<file path="config.mk">
export PLATFORM = sky130hd
export DESIGN_NAME = gpio_regbank_ddr
export DESIGN_NICKNAME = d
export VERILOG_FILES = /design/src/rtl/gpio_regbank_pkg.sv /design/src/rtl/gpio_sync_chain.sv /design/src/rtl/gpio_regbank_ddr.sv
export SDC_FILE = /design/constraint.sdc
export NUM_CORES = 1
export LEC_CHECK = 0
export BUFFER_PORTS_ARGS = -buffer_cell sky130_fd_sc_hd__buf_4
export CAP_MARGIN = 30
export CORE_MARGIN = 2
export CORE_UTILIZATION = 58
export CTS_CLUSTER_DIAMETER = 100
export CTS_CLUSTER_SIZE = 30
export DETAILED_ROUTE_END_ITERATION = 7
export GPL_TIMING_DRIVEN = 0
export PLACE_DENSITY = 0.88
export SLEW_MARGIN = 20
export SYNTH_ARGS = -nofsm -noshare
export SYNTH_HDL_FRONTEND = slang
export SYNTH_SLANG_ARGS = --single-unit
export TNS_END_PERCENT = 50
</file>
<file path="constraint.sdc">
create_clock -name CLOCK -period 4.4 [get_ports CLOCK]
set_clock_uncertainty 0.05 [all_clocks]
set_input_delay 0.66 -clock CLOCK [delete_from_list [all_inputs] [get_ports CLOCK]]
set_output_delay 0.66 -clock CLOCK [all_outputs]
set_load 0.02 [all_outputs]
</file>
<file path="src/rtl/gpio_regbank_pkg.sv">
// gpio_regbank_pkg
//   Shared definitions for the GPIO register bank: default register-window
//   offsets, register-select encoding and small decode helpers.
package gpio_regbank_pkg;

    localparam int unsigned OUT_OFFSET = 32'h0000_1000;
    localparam int unsigned DDR_OFFSET = 32'h0000_1100;
    localparam int unsigned IN_OFFSET  = 32'h0000_1200;
    localparam int unsigned REG_STRIDE = 4;

    typedef enum logic [1:0] {
        SEL_OUT,
        SEL_DDR,
        SEL_IN,
        SEL_NONE
    } reg_sel_e;

    // Number of BusWidth-wide registers needed to cover all pins.
    function automatic int unsigned num_reg(input int unsigned pins, input int unsigned width);
        return (pins + width - 1) / width;
    endfunction

    // Register index inside a window. An address below the base wraps to a
    // huge value, so a single "< NumReg" test rejects both sides of the window.
    function automatic int unsigned reg_index(input int unsigned addr, input int unsigned base);
        return (addr - base) / REG_STRIDE;
    endfunction

endpackage

</file>
<file path="src/rtl/gpio_sync_chain.sv">
// gpio_sync_chain
//   Multi-flop synchroniser for asynchronous pad inputs.
//   i_clk   : sampling clock
//   i_rst_n : asynchronous active-low reset, clears every stage
//   i_d     : asynchronous input bits
//   o_q     : synchronised bits (last stage)
module gpio_sync_chain #(
    parameter int Width  = 32,
    parameter int Stages = 2
) (
    input  logic             i_clk,
    input  logic             i_rst_n,
    input  logic [Width-1:0] i_d,
    output logic [Width-1:0] o_q
);

    logic [Stages-1:0][Width-1:0] r_stage;

    always_ff @(posedge i_clk or negedge i_rst_n) begin
        if (!i_rst_n) begin
            // NOTE: every stage is reset so a read right after reset returns 0, not stale pad data.
            r_stage <= '0;
        end else begin
            // NOTE: non-blocking so each stage takes its neighbour's pre-edge value (a true shift).
            r_stage[0] <= i_d;
            for (int s = 1; s < Stages; s++) begin
                r_stage[s] <= r_stage[s-1];
            end
        end
    end

    assign o_q = r_stage[Stages-1];

endmodule

</file>
<file path="src/rtl/gpio_regbank_ddr.sv">
// gpio_regbank_ddr
//   GPIO register bank: per-pin OUT and DDR (1 = output) registers with
//   byte-enabled writes, synchronised IN registers, registered 1-cycle read-back.
//   CLOCK, reset_reg_N           : clock, asynchronous active-low reset
//   address/write/writedata/byteenable/read : bus request
//   readdata/readdatavalid       : read response, one cycle after read
//   gpio_in                      : asynchronous pad inputs
//   gpio_out/gpio_oe             : pad output data / output enables
module gpio_regbank_ddr
    import gpio_regbank_pkg::*;
#(
    parameter int AddrWidth  = 14,
    parameter int BusWidth   = 32,
    parameter int NumPins    = 144,
    parameter int OutBase    = OUT_OFFSET,
    parameter int DdrBase    = DDR_OFFSET,
    parameter int InBase     = IN_OFFSET,
    parameter int SyncStages = 2
) (
    input  logic                  CLOCK,
    input  logic                  reset_reg_N,
    input  logic [AddrWidth-1:0]  address,
    input  logic                  write,
    input  logic [BusWidth-1:0]   writedata,
    input  logic [BusWidth/8-1:0] byteenable,
    input  logic                  read,
    output logic [BusWidth-1:0]   readdata,
    output logic                  readdatavalid,
    input  logic [NumPins-1:0]    gpio_in,
    output logic [NumPins-1:0]    gpio_out,
    output logic [NumPins-1:0]    gpio_oe
);

    localparam int NumReg   = num_reg(NumPins, BusWidth);
    localparam int PadWidth = NumReg * BusWidth;
    localparam int IdxWidth = (NumReg > 1) ? $clog2(NumReg) : 1;

    logic [NumPins-1:0]  r_out;
    logic [NumPins-1:0]  r_ddr;
    logic [NumPins-1:0]  w_in_pins;
    logic [BusWidth-1:0] r_rdata;
    logic                r_rvalid;

    reg_sel_e            w_sel;
    logic [IdxWidth-1:0] w_idx;
    int unsigned         w_addr;
    logic [NumPins-1:0]  w_pin_en;
    logic [NumPins-1:0]  w_pin_data;
    logic [NumPins-1:0]  w_out_en;
    logic [NumPins-1:0]  w_ddr_en;
    logic [PadWidth-1:0] w_out_pad;
    logic [PadWidth-1:0] w_ddr_pad;
    logic [PadWidth-1:0] w_in_pad;
    logic [BusWidth-1:0] w_rd_word;

    // Input synchronisers, one chain per register-sized bank of pins.
    for (genvar g = 0; g < NumReg; g++) begin : g_bank
        localparam int W = (g == NumReg - 1) ? NumPins - g * BusWidth : BusWidth;
        gpio_sync_chain #(
            .Width  (W),
            .Stages (SyncStages)
        ) u_sync (
            .i_clk   (CLOCK),
            .i_rst_n (reset_reg_N),
            .i_d     (gpio_in[g*BusWidth +: W]),
            .o_q     (w_in_pins[g*BusWidth +: W])
        );
    end

    // Address decode: aligned and inside one of the three windows.
    always_comb begin
        // NOTE: defaults first so every path assigns every output; no latches.
        w_sel  = SEL_NONE;
        w_idx  = '0;
        w_addr = 32'(address);
        if (address[1:0] == 2'b00) begin
            if (reg_index(w_addr, OutBase) < NumReg) begin
                w_sel = SEL_OUT;
                w_idx = IdxWidth'(reg_index(w_addr, OutBase));
            end else if (reg_index(w_addr, DdrBase) < NumReg) begin
                w_sel = SEL_DDR;
                w_idx = IdxWidth'(reg_index(w_addr, DdrBase));
            end else if (reg_index(w_addr, InBase) < NumReg) begin
                w_sel = SEL_IN;
                w_idx = IdxWidth'(reg_index(w_addr, InBase));
            end
        end
    end

    // Per-pin write enable: pin lives in the addressed register and its byte lane is enabled.
    // Pins beyond NumPins simply have no flop, so their write bits fall away.
    always_comb begin
        w_pin_en   = '0;
        w_pin_data = '0;
        for (int p = 0; p < NumPins; p++) begin
            w_pin_en[p]   = write && (w_idx == IdxWidth'(p / BusWidth))
                            && byteenable[(p % BusWidth) / 8];
            w_pin_data[p] = writedata[p % BusWidth];
        end
    end

    assign w_out_en = w_pin_en & {NumPins{w_sel == SEL_OUT}};
    assign w_ddr_en = w_pin_en & {NumPins{w_sel == SEL_DDR}};

    always_ff @(posedge CLOCK or negedge reset_reg_N) begin
        if (!reset_reg_N) begin
            r_out <= '0;
            r_ddr <= '0;
        end else begin
            r_out <= (r_out & ~w_out_en) | (w_pin_data & w_out_en);
            r_ddr <= (r_ddr & ~w_ddr_en) | (w_pin_data & w_ddr_en);
        end
    end

    // Zero-extend to whole registers so unused top bits of the last one read 0.
    assign w_out_pad = PadWidth'(r_out);
    assign w_ddr_pad = PadWidth'(r_ddr);
    assign w_in_pad  = PadWidth'(w_in_pins);

    always_comb begin
        w_rd_word = '0;
        case (w_sel)
            SEL_OUT: w_rd_word = w_out_pad[w_idx*BusWidth +: BusWidth];
            SEL_DDR: w_rd_word = w_ddr_pad[w_idx*BusWidth +: BusWidth];
            SEL_IN:  w_rd_word = w_in_pad[w_idx*BusWidth +: BusWidth];
            default: w_rd_word = '0;
        endcase
    end

    // Sampled at the same edge that commits a write, so a same-cycle read sees the old value.
    always_ff @(posedge CLOCK or negedge reset_reg_N) begin
        if (!reset_reg_N) begin
            r_rdata  <= '0;
            r_rvalid <= 1'b0;
        end else begin
            r_rvalid <= read;
            if (read) begin
                r_rdata <= w_rd_word;
            end
        end
    end

    assign readdata      = r_rdata;
    assign readdatavalid = r_rvalid;
    assign gpio_out      = r_out;
    assign gpio_oe       = r_ddr;

endmodule

</file>
==> flow_summary_export.csv <==
group,metric,value,unit
critical_path,path_cells,"buf_4, inv_1, ha_1, nor4bb_1, nand2_1, o22ai_1, a2bb2oi_1, nor2b_1, ha_2, clkbuf_2, buf_2, buf_2, a22oi_1, o211ai_1, a21oi_1, o32ai_1",
global_route,use_met2,0.601,
detailed_routing,drtPass1Iterations,6,
placed_design,hpwl,59900,um
timing,rsz0062_at_grt,"no",
clock_network,cts_buffers,24,
power,p_int,6.89,mW
power,p_clk_frac,0.304,
yosys,yosysSeqAreaShare,0.656,
global_route,overflow,0,
critical_path,rrSetupSlack,2.52,ns
global_route,met1_usage,0.536,
placed_design,placed_area,0.0279,mm^2
yosys,avgSynthCellArea,14.3,um^2
detailed_routing,drcViolationCount,0,
detailed_routing,ant_nets,0,
clock_network,clk_pin_slew,0.12,ns
global_route,grt_pass1_vias,17800,
critical_path,arrival,4.76,ns
detailed_routing,routed_wirelength,82100,um
hold_path,hold_class,"primary input to flip-flop",
critical_path,crit_path_max_incr_delay,0.43,ns
yosys,synth.net_count,1829,
yosys,netlist_area,0.0232,mm^2
timing,min_period,4.29,ns
power,p_switching,2.02,mW
cells_and_area,mostFrequentLayoutCell,"dfrtp_1",
critical_path,cpLargestDelayFamily,"compound AO/OA/AOI/OAI gates",
power,p_total,8.91,mW
critical_path,startpoint,"address[9]",
placed_design,port_buffers,500,
global_route,globalRouteTotalUtil,0.393,
die,core.rowCount,73,
detailed_routing,vias_per_cell,6.52,
power,seq_power_share,0.648,
detailed_routing,drt-wirelength-per-cell,30.5,um
yosys,synth_cell_type_count,52,
timing,timing.final.crit_share,0.975,
global_route,grt_pass1_wl,118000,um
placed_design,dp.cells,2657,
clock_network,cts.path.max_buffers,3,
cells_and_area,mostFrequentLayoutCells,"dfrtp_1, buf_4, mux2_2",
cells_and_area,design_area,0.0286,mm^2
yosys,ys_seq_elements,609,
cells_and_area,nNetsFinal,2362,
critical_path,crit_buf_inv,5,
timing,worst_slew_pin_slew,1.08,ns
critical_path,crit_cells,16,
power,switching_share,0.227,
hold_path,min_delay_path_depth,1,
timing,hold_ws,0.0865,ns
status,outcome,"finished clean",
timing,hold_violations,0,
die,dieArea,0.0417,mm^2
timing,setup_viol,0,
die,die_width,204,um
yosys,async_flop_share,1.00,
critical_path,crit_path_end_kind,"flip-flop",
cells_and_area,utilization,0.722,
die,die_h,204,um
clock_network,cts.sinks,609,
global_route,grt-busiest-layer,"met2",
global_route,grt_antenna_before_repair,5,
critical_path,critPathSlowestCell,"ha_2",
timing,final_max_slew_viol_count,0,
power,power.density,312,mW/mm^2
critical_path,critical_path_required,4.87,ns
global_route,use_met3,0.0770,
critical_path,crit_path_frequent_cell,"buf_2",
yosys,post_synth_inst_count,1625,
power,p_leak,13.8,nW
die,ios,519,
yosys,ys.flop_type,"dfrtp_1",
timing,relSlewSlack,0.278,
cells_and_area,syn2layout_area_growth,23.1,%
critical_path,r2r_cells,5,
yosys,ys_warn_count,0,
timing,timing.fmax,233,MHz
clock_network,htree_levels,1,
clock_network,clk_latency,0.61,ns
job,drv_cap,0,
timing,fin_tns_setup,0,ns
placed_design,place_ws,-1.56,ns
hold_path,hp-start,"gpio_in[44]",
critical_path,crit_type,"primary input to flip-flop",
critical_path,cp_max_fo,10,
die,coreArea,0.0396,mm^2
cells_and_area,fin_cells,2687,
die,initial_core_util,0.586,
critical_path,start_kind,"primary input",
placed_design,gp_congestion,0.923,
clock_network,cts_tree,"built",
power,combPwrFrac,0.048,
global_route,grt_start_max_net_pins,106,
timing,worst_slack,0.109,ns
clock_network,root_buffer,"clkbuf_16",
detailed_routing,drt_iter0_drc,1789,
yosys,synth-edff-count,0,
cells_and_area,drive_gt1_frac,0.425,
detailed_routing,num_vias,17500,
power,vdd_drop_max,385,uV
-- layout make-up --
class | count | area (um^2)
clock buffer | 24 | 601
timing repair buffer | 512 | 3980
fill | 2614 | 11000
buffer | 109 | 485
inverter | 40 | 154
antenna | 4 | 10.0
clock inverter | 2 | 46.3
sequential | 609 | 15200
multi-input combinational | 862 | 7440
tap | 525 | 657
-- worst paths after layout --
kind,to
max in group asynchronous,asynchronous set/reset pin
hold reg to reg,g_bank[0].u_sync.o_q[2]
setup reg to reg,readdata[15]
min in group asynchronous,asynchronous set/reset pin
hold / removal,g_bank[1].u_sync.r_stage[12]
setup / recovery,readdata[22]
-- what timing repair did --
item	4_1_cts	5_1_grt
endpoints found under the setup margin	167	40
pin swaps	0	0
hold buffers	1	0
setup buffers	0	1
resized for setup	35	19
endpoints found under the hold margin	42	0
cloned	0	0
-- Yosys cell counts, drive strengths merged (2+ instances only) --
master   count  area share
a221o       44       0.019
o221ai      33       0.012
nand2       67       0.011
nor2b       20      0.0054
mux2       288        0.14
and2         2     0.00054
nor2        42      0.0085
nor3        21       0.011
a221oi      44       0.017
nor4        10      0.0027
ha           6      0.0032
nand3       13      0.0037
a22oi       62       0.020
o211ai      19      0.0061
a21oi       15      0.0032
nand2b       4      0.0011
buf         41      0.0079
inv         40      0.0065
o21ai       92       0.020
o32ai       15      0.0057
a32oi        4      0.0015
mux2i       10      0.0043
or3b         2     0.00075
a2111oi      3      0.0030
or4b         2     0.00086
clkbuf      73       0.012
dfrtp      609        0.66
a211oi      25      0.0081
mux4         6      0.0058
-- power groups by stage --
stage / clock network [mW] / logic, mW / registers, mW
after floorplan: 0 / 0.0819 / 5.87
after global placement: 0 / 0.390 / 5.88
after detailed placement: 0 / 0.422 / 5.88
after CTS: 2.72 / 0.425 / 5.77
after global routing: 2.92 / 0.462 / 5.79
final: 2.71 / 0.427 / 5.77
-- cell families (layout without fill, tap and decap cells) --
kind of cell,after synthesis,after routing,synth area share
DFF,609,609,0.656
buffers and inverters,154,687,0.0261
and+or+nand+nor,188,188,0.0470
xor gates and xnor gates,1,1,0.000377
AOI/OAI and AO/OA,363,363,0.118
adders and majority gates,6,6,0.00323
other,0,4,0
muxes,304,304,0.150
-- worst reg2reg max path, cell delays in order, from the launching register on --
cell and delay (ns):
dfrtp_1 0.39, a22oi_1 0.10, mux4_2 0.51, a221oi_1 0.37, o221ai_1 0.23, o221ai_1 0.15
-- per-layer routing --
| metal | vias up | part of all wire |
|---|---|---|
| met1 | 9116 | 0.39 |
| met5 | - | 0 |
| met4 | 0 | 0.064 |
| li1 | 7036 | - |
| met2 | 1107 | 0.46 |
| met3 | 256 | 0.088 |
Note: power is estimated with default switching activity, not from simulation.
